$ cat src/rtl/store_pack_buffer.sv
// Store packer plus two-entry store buffer between the MEM stage and data memory.
// Optional feature: define MISALIGN_TRAP_EN to drop misaligned half/word stores and flag them.
module store_pack_buffer #(
    parameter int DEPTH = 2,
    parameter int CNT_W = 32
) (
    input  logic             clk,
    input  logic             rst_n,
    input  logic             req_valid,
    output logic             req_ready,
    input  logic [31:0]      req_addr,
    input  logic [31:0]      req_data,
    input  logic [1:0]       req_size,
    output logic             mem_valid,
    input  logic             mem_ready,
    output logic [31:0]      mem_addr,
    output logic [31:0]      mem_wdata,
    output logic [3:0]       mem_be,
    output logic [CNT_W-1:0] store_count,
    output logic             misalign_err
);

    logic [1:0]       count_reg, count_next;
    logic             wr_ptr_reg, rd_ptr_reg, rd_ptr_next;
    logic [31:0]      ent_addr_reg  [DEPTH];
    logic [31:0]      ent_wdata_reg [DEPTH];
    logic [3:0]       ent_be_reg    [DEPTH];
    logic [31:0]      mem_addr_reg, mem_wdata_reg;
    logic [3:0]       mem_be_reg;
    logic [CNT_W-1:0] store_count_reg;
    logic             misalign_err_reg;

    logic [31:0]      pk_addr, pk_wdata;
    logic [3:0]       pk_be;
    logic             misaligned;
    logic             accept, complete, wr_en, head_from_input;

    always_comb begin
        pk_addr  = {req_addr[31:2], 2'b00};
        pk_wdata = req_data;
        pk_be    = 4'b1111;
        case (req_size)
            2'b00: begin
                pk_be    = 4'b0001 << req_addr[1:0];
                pk_wdata = {4{req_data[7:0]}};
            end
            2'b01: begin
                pk_be    = req_addr[1] ? 4'b1100 : 4'b0011;
                pk_wdata = {2{req_data[15:0]}};
            end
            default: begin
                pk_be    = 4'b1111;
                pk_wdata = req_data;
            end
        endcase
    end

`ifdef MISALIGN_TRAP_EN
    // Size 2'b11 is handled as a word, so size[1] covers both word encodings.
    assign misaligned = (req_size == 2'b01 && req_addr[0]) ||
                        (req_size[1] && req_addr[1:0] != 2'b00);
`else
    assign misaligned = 1'b0;
`endif

    assign req_ready = (count_reg != 2'd2);
    assign mem_valid = (count_reg != 2'd0);
    assign accept    = req_valid && req_ready;
    assign complete  = mem_valid && mem_ready;
    assign wr_en     = accept && !misaligned;

    always_comb begin
        count_next  = count_reg;
        rd_ptr_next = rd_ptr_reg;
        case ({wr_en, complete})
            2'b10:   count_next = count_reg + 2'd1;
            2'b01:   count_next = count_reg - 2'd1;
            default: count_next = count_reg;
        endcase
        if (complete)
            rd_ptr_next = ~rd_ptr_reg;
        // The new head is the store being written this cycle when it lands on the next read slot.
        head_from_input = wr_en && (wr_ptr_reg == rd_ptr_next);
    end

    generate
        for (genvar gi = 0; gi < DEPTH; gi++) begin : g_entry
            always_ff @(posedge clk or negedge rst_n) begin
                if (!rst_n) begin
                    ent_addr_reg[gi]  <= '0;
                    ent_wdata_reg[gi] <= '0;
                    ent_be_reg[gi]    <= '0;
                end else if (wr_en && (wr_ptr_reg == gi[0])) begin
                    ent_addr_reg[gi]  <= pk_addr;
                    ent_wdata_reg[gi] <= pk_wdata;
                    ent_be_reg[gi]    <= pk_be;
                end
            end
        end
    endgenerate

    always_ff @(posedge clk or negedge rst_n) begin
        if (!rst_n) begin
            count_reg        <= '0;
            wr_ptr_reg       <= 1'b0;
            rd_ptr_reg       <= 1'b0;
            mem_addr_reg     <= '0;
            mem_wdata_reg    <= '0;
            mem_be_reg       <= '0;
            store_count_reg  <= '0;
            misalign_err_reg <= 1'b0;
        end else begin
            count_reg  <= count_next;
            rd_ptr_reg <= rd_ptr_next;
            if (wr_en)
                wr_ptr_reg <= ~wr_ptr_reg;
            if (complete)
                store_count_reg <= store_count_reg + CNT_W'(1);
            if (accept && misaligned)
                misalign_err_reg <= 1'b1;
            // Output registers track the head; when the buffer drains they keep the last head.
            if (count_next != 2'd0) begin
                if (head_from_input) begin
                    mem_addr_reg  <= pk_addr;
                    mem_wdata_reg <= pk_wdata;
                    mem_be_reg    <= pk_be;
                end else begin
                    mem_addr_reg  <= ent_addr_reg[rd_ptr_next];
                    mem_wdata_reg <= ent_wdata_reg[rd_ptr_next];
                    mem_be_reg    <= ent_be_reg[rd_ptr_next];
                end
            end
        end
    end

    assign mem_addr     = mem_addr_reg;
    assign mem_wdata    = mem_wdata_reg;
    assign mem_be       = mem_be_reg;
    assign store_count  = store_count_reg;
`ifdef MISALIGN_TRAP_EN
    assign misalign_err = misalign_err_reg;
`else
    assign misalign_err = 1'b0;
`endif

endmodule

$ cat config.mk
export PLATFORM = sky130hd
export DESIGN_NAME = store_pack_buffer
export DESIGN_NICKNAME = d
export VERILOG_FILES = /design/src/rtl/store_pack_buffer.sv
export SDC_FILE = /design/constraint.sdc
export NUM_CORES = 1
export LEC_CHECK = 0
export BUFFER_PORTS_ARGS = -buffer_cell sky130_fd_sc_hd__buf_2
export CAP_MARGIN = 5
export CELL_PAD_IN_SITES_DETAIL_PLACEMENT = 1
export CELL_PAD_IN_SITES_GLOBAL_PLACEMENT = 1
export CORE_MARGIN = 2
export CORE_UTILIZATION = 40
export DETAILED_ROUTE_END_ITERATION = 12
export PLACE_DENSITY_LB_ADDON = 0.12
export REMOVE_ABC_BUFFERS = 1
export SLEW_MARGIN = 15
export SYNTH_ARGS = -nofsm -noshare
export SYNTH_HDL_FRONTEND = slang
export SYNTH_SLANG_ARGS = --single-unit
$ cat constraint.sdc
create_clock -name clk -period 2.7 [get_ports clk]
set_input_delay 0.135 -clock clk [delete_from_list [all_inputs] [get_ports clk]]
set_output_delay 0.135 -clock clk [all_outputs]
set_load 0.02 [all_outputs]
==> metrics.cfg <==
[global_route]
grt_pass1_wl_um = 47400
antenna_found_initial = 0
grt_max_degree = 106
grt_pass1_vias = 8602
grt-ovfl-total = 0
grtUsageTotal_pct = 20.9

[clock_tree]
cts_tree = built
cts_buffers = 27
clk_latency_ns = 0.53
clockBufferDepth = 3
root_buffer = clkbuf_16
clk_pin_slew_ns = 0.06
clock-sinks = 234
cts_max_level = 1

[route]
post-route-drc-count = 0
vias_per_cell = 5.15
num_vias = 7985
wl_um = 28700
postRouteAntennaNets = 0
drtPass1Iterations = 4
wl_per_cell_um = 18.6
drt-initial-drc-count = 342

[cells_and_area]
nFillCells = 2847
instances_no_fill = 1549
final_cell_area_um2 = 13400
layout.nets = 1266
area_growth_syn_to_layout_pct = 27.1
drive_gt1_share_pct = 25.5
n_antenna_cell = 0
largest_register_ffs = 64

[sta]
worst_slack_ns = 0.155
setup_viol = 0
hold_viol = 0
slew_violations = 0
finClkSkew_ns = 0.00642
worst_pin_slew_ns = 0.768
period_share_pct = 94.3
relSlewSlack_pct = 48.8
fmax_ghz = 0.393
min_period_ns = 2.55
rsz0062_at_grt = false

[synthesis]
avgSynthCellArea_um2 = 10.9
synth.distinct_cells = 48
netlist_area_um2 = 10500
synth-seq-area-share_pct = 55.6
yosysWarnings = 0
synth-edff-count = 0
synth_cells = 970
synthFlopType = dfrtp_1
ys_ff_latch = 234
async_reset_ff_share_pct = 100

[placed_design]
dp.cells = 1442
numPortBuffers = 169
gp_routability_congestion = 0.744
dpl.hpwl_um = 18400
dpl_cell_area_um2 = 11900
place_ws_ns = -0.161

[pwr]
power_frac_clock_pct = 20.5
p_sw_share_pct = 40.2
power_frac_comb_pct = 46.0
p_int_w = 0.0108
power.switching_w = 0.00730
p_per_area_nw_per_um2 = 1350
p_seq_share_pct = 33.5
ir_drop_mv = 0.775
leakage_nw = 6.47

[die]
fp.dieH_um = 166
core_um2 = 26000
start_util_pct = 40.6
die_w_um = 166
io_pins = 173
die_area_um2 = 27700
fp-row-count = 59

[critical_path]
startpoint_type = flip-flop
path_cells = nand2b_4, and2_1, inv_2, ha_1, or3b_1, o21ai_4, buf_4, nor4_1, a221o_1
path_class = reg -> reg
path_max_fanout = 21
critPathMaxStageDelay_ns = 0.45
cp.arrival_ns = 2.95
critPathRequiredTime_ns = 3.11
crit_slowest_cell = dfrtp_1
endpoint_kind = flip-flop

[run]
max-cap-violations = 0

[outcome]
status = complete, no violations

[worst_hold_path]
hold_class = in -> reg

==> through the flow <==
stage	setup TNS, ns	total power [W]	util [%]	hold WS (ns)
floorplan	-178.16	0.0114	-	-0.161
global placement	-1.38	0.0140	45.6	0.131
detailed placement	-4.35	0.0143	45.6	0.130
CTS	0	0.0183	51.5	0.00242
global route	0	0.0194	51.6	0.0275
finish	0	0.0181	51.6	0.00961
==> cells by family after synthesis <==
logic type | after synthesis | synth area share (%)
other cells | 1 | 0.0356
xor+xnor | 39 | 3.63
compound gates | 208 | 14.5
fa+ha+maj | 2 | 0.237
mux | 97 | 9.31
buf+inv | 108 | 4.90
flops | 234 | 55.6
simple gates | 281 | 11.8
==> per-layer routing <==
metal	track usage [%]	part of all wire, %	vias up
met5	0	0	-
met4	4.50	1.6	0
met3	3.19	3.8	38
met2	35.1	47	136
met1	28.9	47	3996
li1	-	-	3815
==> critical path, delay by kind of cell, from the launching register on <==
kind / cells / cell delay [ns]
and+or+nand+nor: 4 / 0.81
DFF: 1 / 0.45
AOI/OAI and AO/OA: 2 / 0.44
buffers and inverters: 2 / 0.43
adders and majority gates: 1 / 0.31
==> layout make-up <==
class / count / area (um^2) / share of cell area (%)
Timing Repair Buffer: 258 / 1810 / 13.5
Clock inverter: 5 / 78.8 / 0.588
Tap cell: 335 / 419 / 3.13
Sequential cell: 234 / 5860 / 43.7
Inverter: 42 / 160 / 1.20
Clock buffer: 44 / 840 / 6.27
Multi-Input combinational cell: 631 / 4240 / 31.6
==> layout by cell type, fill, tap and decap left out, types with 2 or more instances in the layout <==
cell / n
mux2i_1: 89
and3_1: 7
and2_1: 3
buf_4: 23
nand2_1: 167
o221ai_1: 19
buf_2: 168
o21ai_0: 132
bufinv_16: 2
nand4b_1: 3
buf_12: 12
a221oi_1: 5
clkbuf_1: 7
inv_1: 40
nand4_1: 8
nor4_1: 2
a21oi_1: 3
xnor2_2: 3
nor3_1: 2
xor2_1: 7
nand2b_1: 2
a211oi_1: 7
a221oi_2: 34
clkbuf_8: 10
mux2_2: 8
dlygate4sd3_1: 54
and4_1: 11
ha_1: 2
clkinv_2: 2
clkbuf_16: 27
o21ai_4: 2
dfrtp_1: 233
a21oi_4: 2
xnor2_1: 28
nand3_1: 13
conb_1: 3
nor2_1: 53
==> Yosys cell counts, drive strengths merged, types with 2 or more instances <==
cell type,count,area [um^2]
nand3,15,80.1
ha,2,25.0
a211oi,7,52.6
and4,11,96.3
o221ai,19,166
and2,3,18.8
a221oi,39,554
xor2,7,61.3
o21ai,135,694
nand4,8,50.1
a21oi,4,23.8
mux2,8,90.1
nor2,54,203
nor3,3,20.0
nand4b,3,26.3
buf,27,210
xnor2,32,322
and3,7,43.8
nor4,3,25.0
inv,42,160
nand2b,3,26.3
clkbuf,39,146
dfrtp,234,5860
mux2i,89,891
nand2,167,627
==> power groups by stage <==
stage	Combinational (W)	Sequential (W)	Clock (W)
5_1_grt	0.00918	0.00628	0.00395
6_report	0.00834	0.00607	0.00372
4_1_cts	0.00844	0.00609	0.00382
2_1_floorplan	0.00486	0.00656	0
3_3_place_gp	0.00794	0.00607	0
3_5_place_dp	0.00818	0.00611	0
==> path summary, 6_finish.rpt <==
check,slack [ns],end,startpoint,depth (start not counted)
worst max-delay path,0.15,mem_wdata[23],count_reg[1],9
worst min-delay path,0.01,ent_wdata_reg[18],req_data[18],3
worst max register to register,0.15,mem_wdata[23],count_reg[1],9
worst min register to register,0.46,store_count[31],store_count[31],1
max in group asynchronous,1.73,ent_wdata_reg[10],rst_n,3
min in group asynchronous,0.15,mem_wdata[20],rst_n,2
==> what timing repair did <==
item,CTS,global route
pin swaps,1,0
buffers inserted,3,0
cloned,1,0
hold buffers,54,0
setup endpoints to repair,43,33
hold endpoints to repair,232,0
gates resized for setup,0,4
Note: power is estimated with default switching activity, not from simulation.
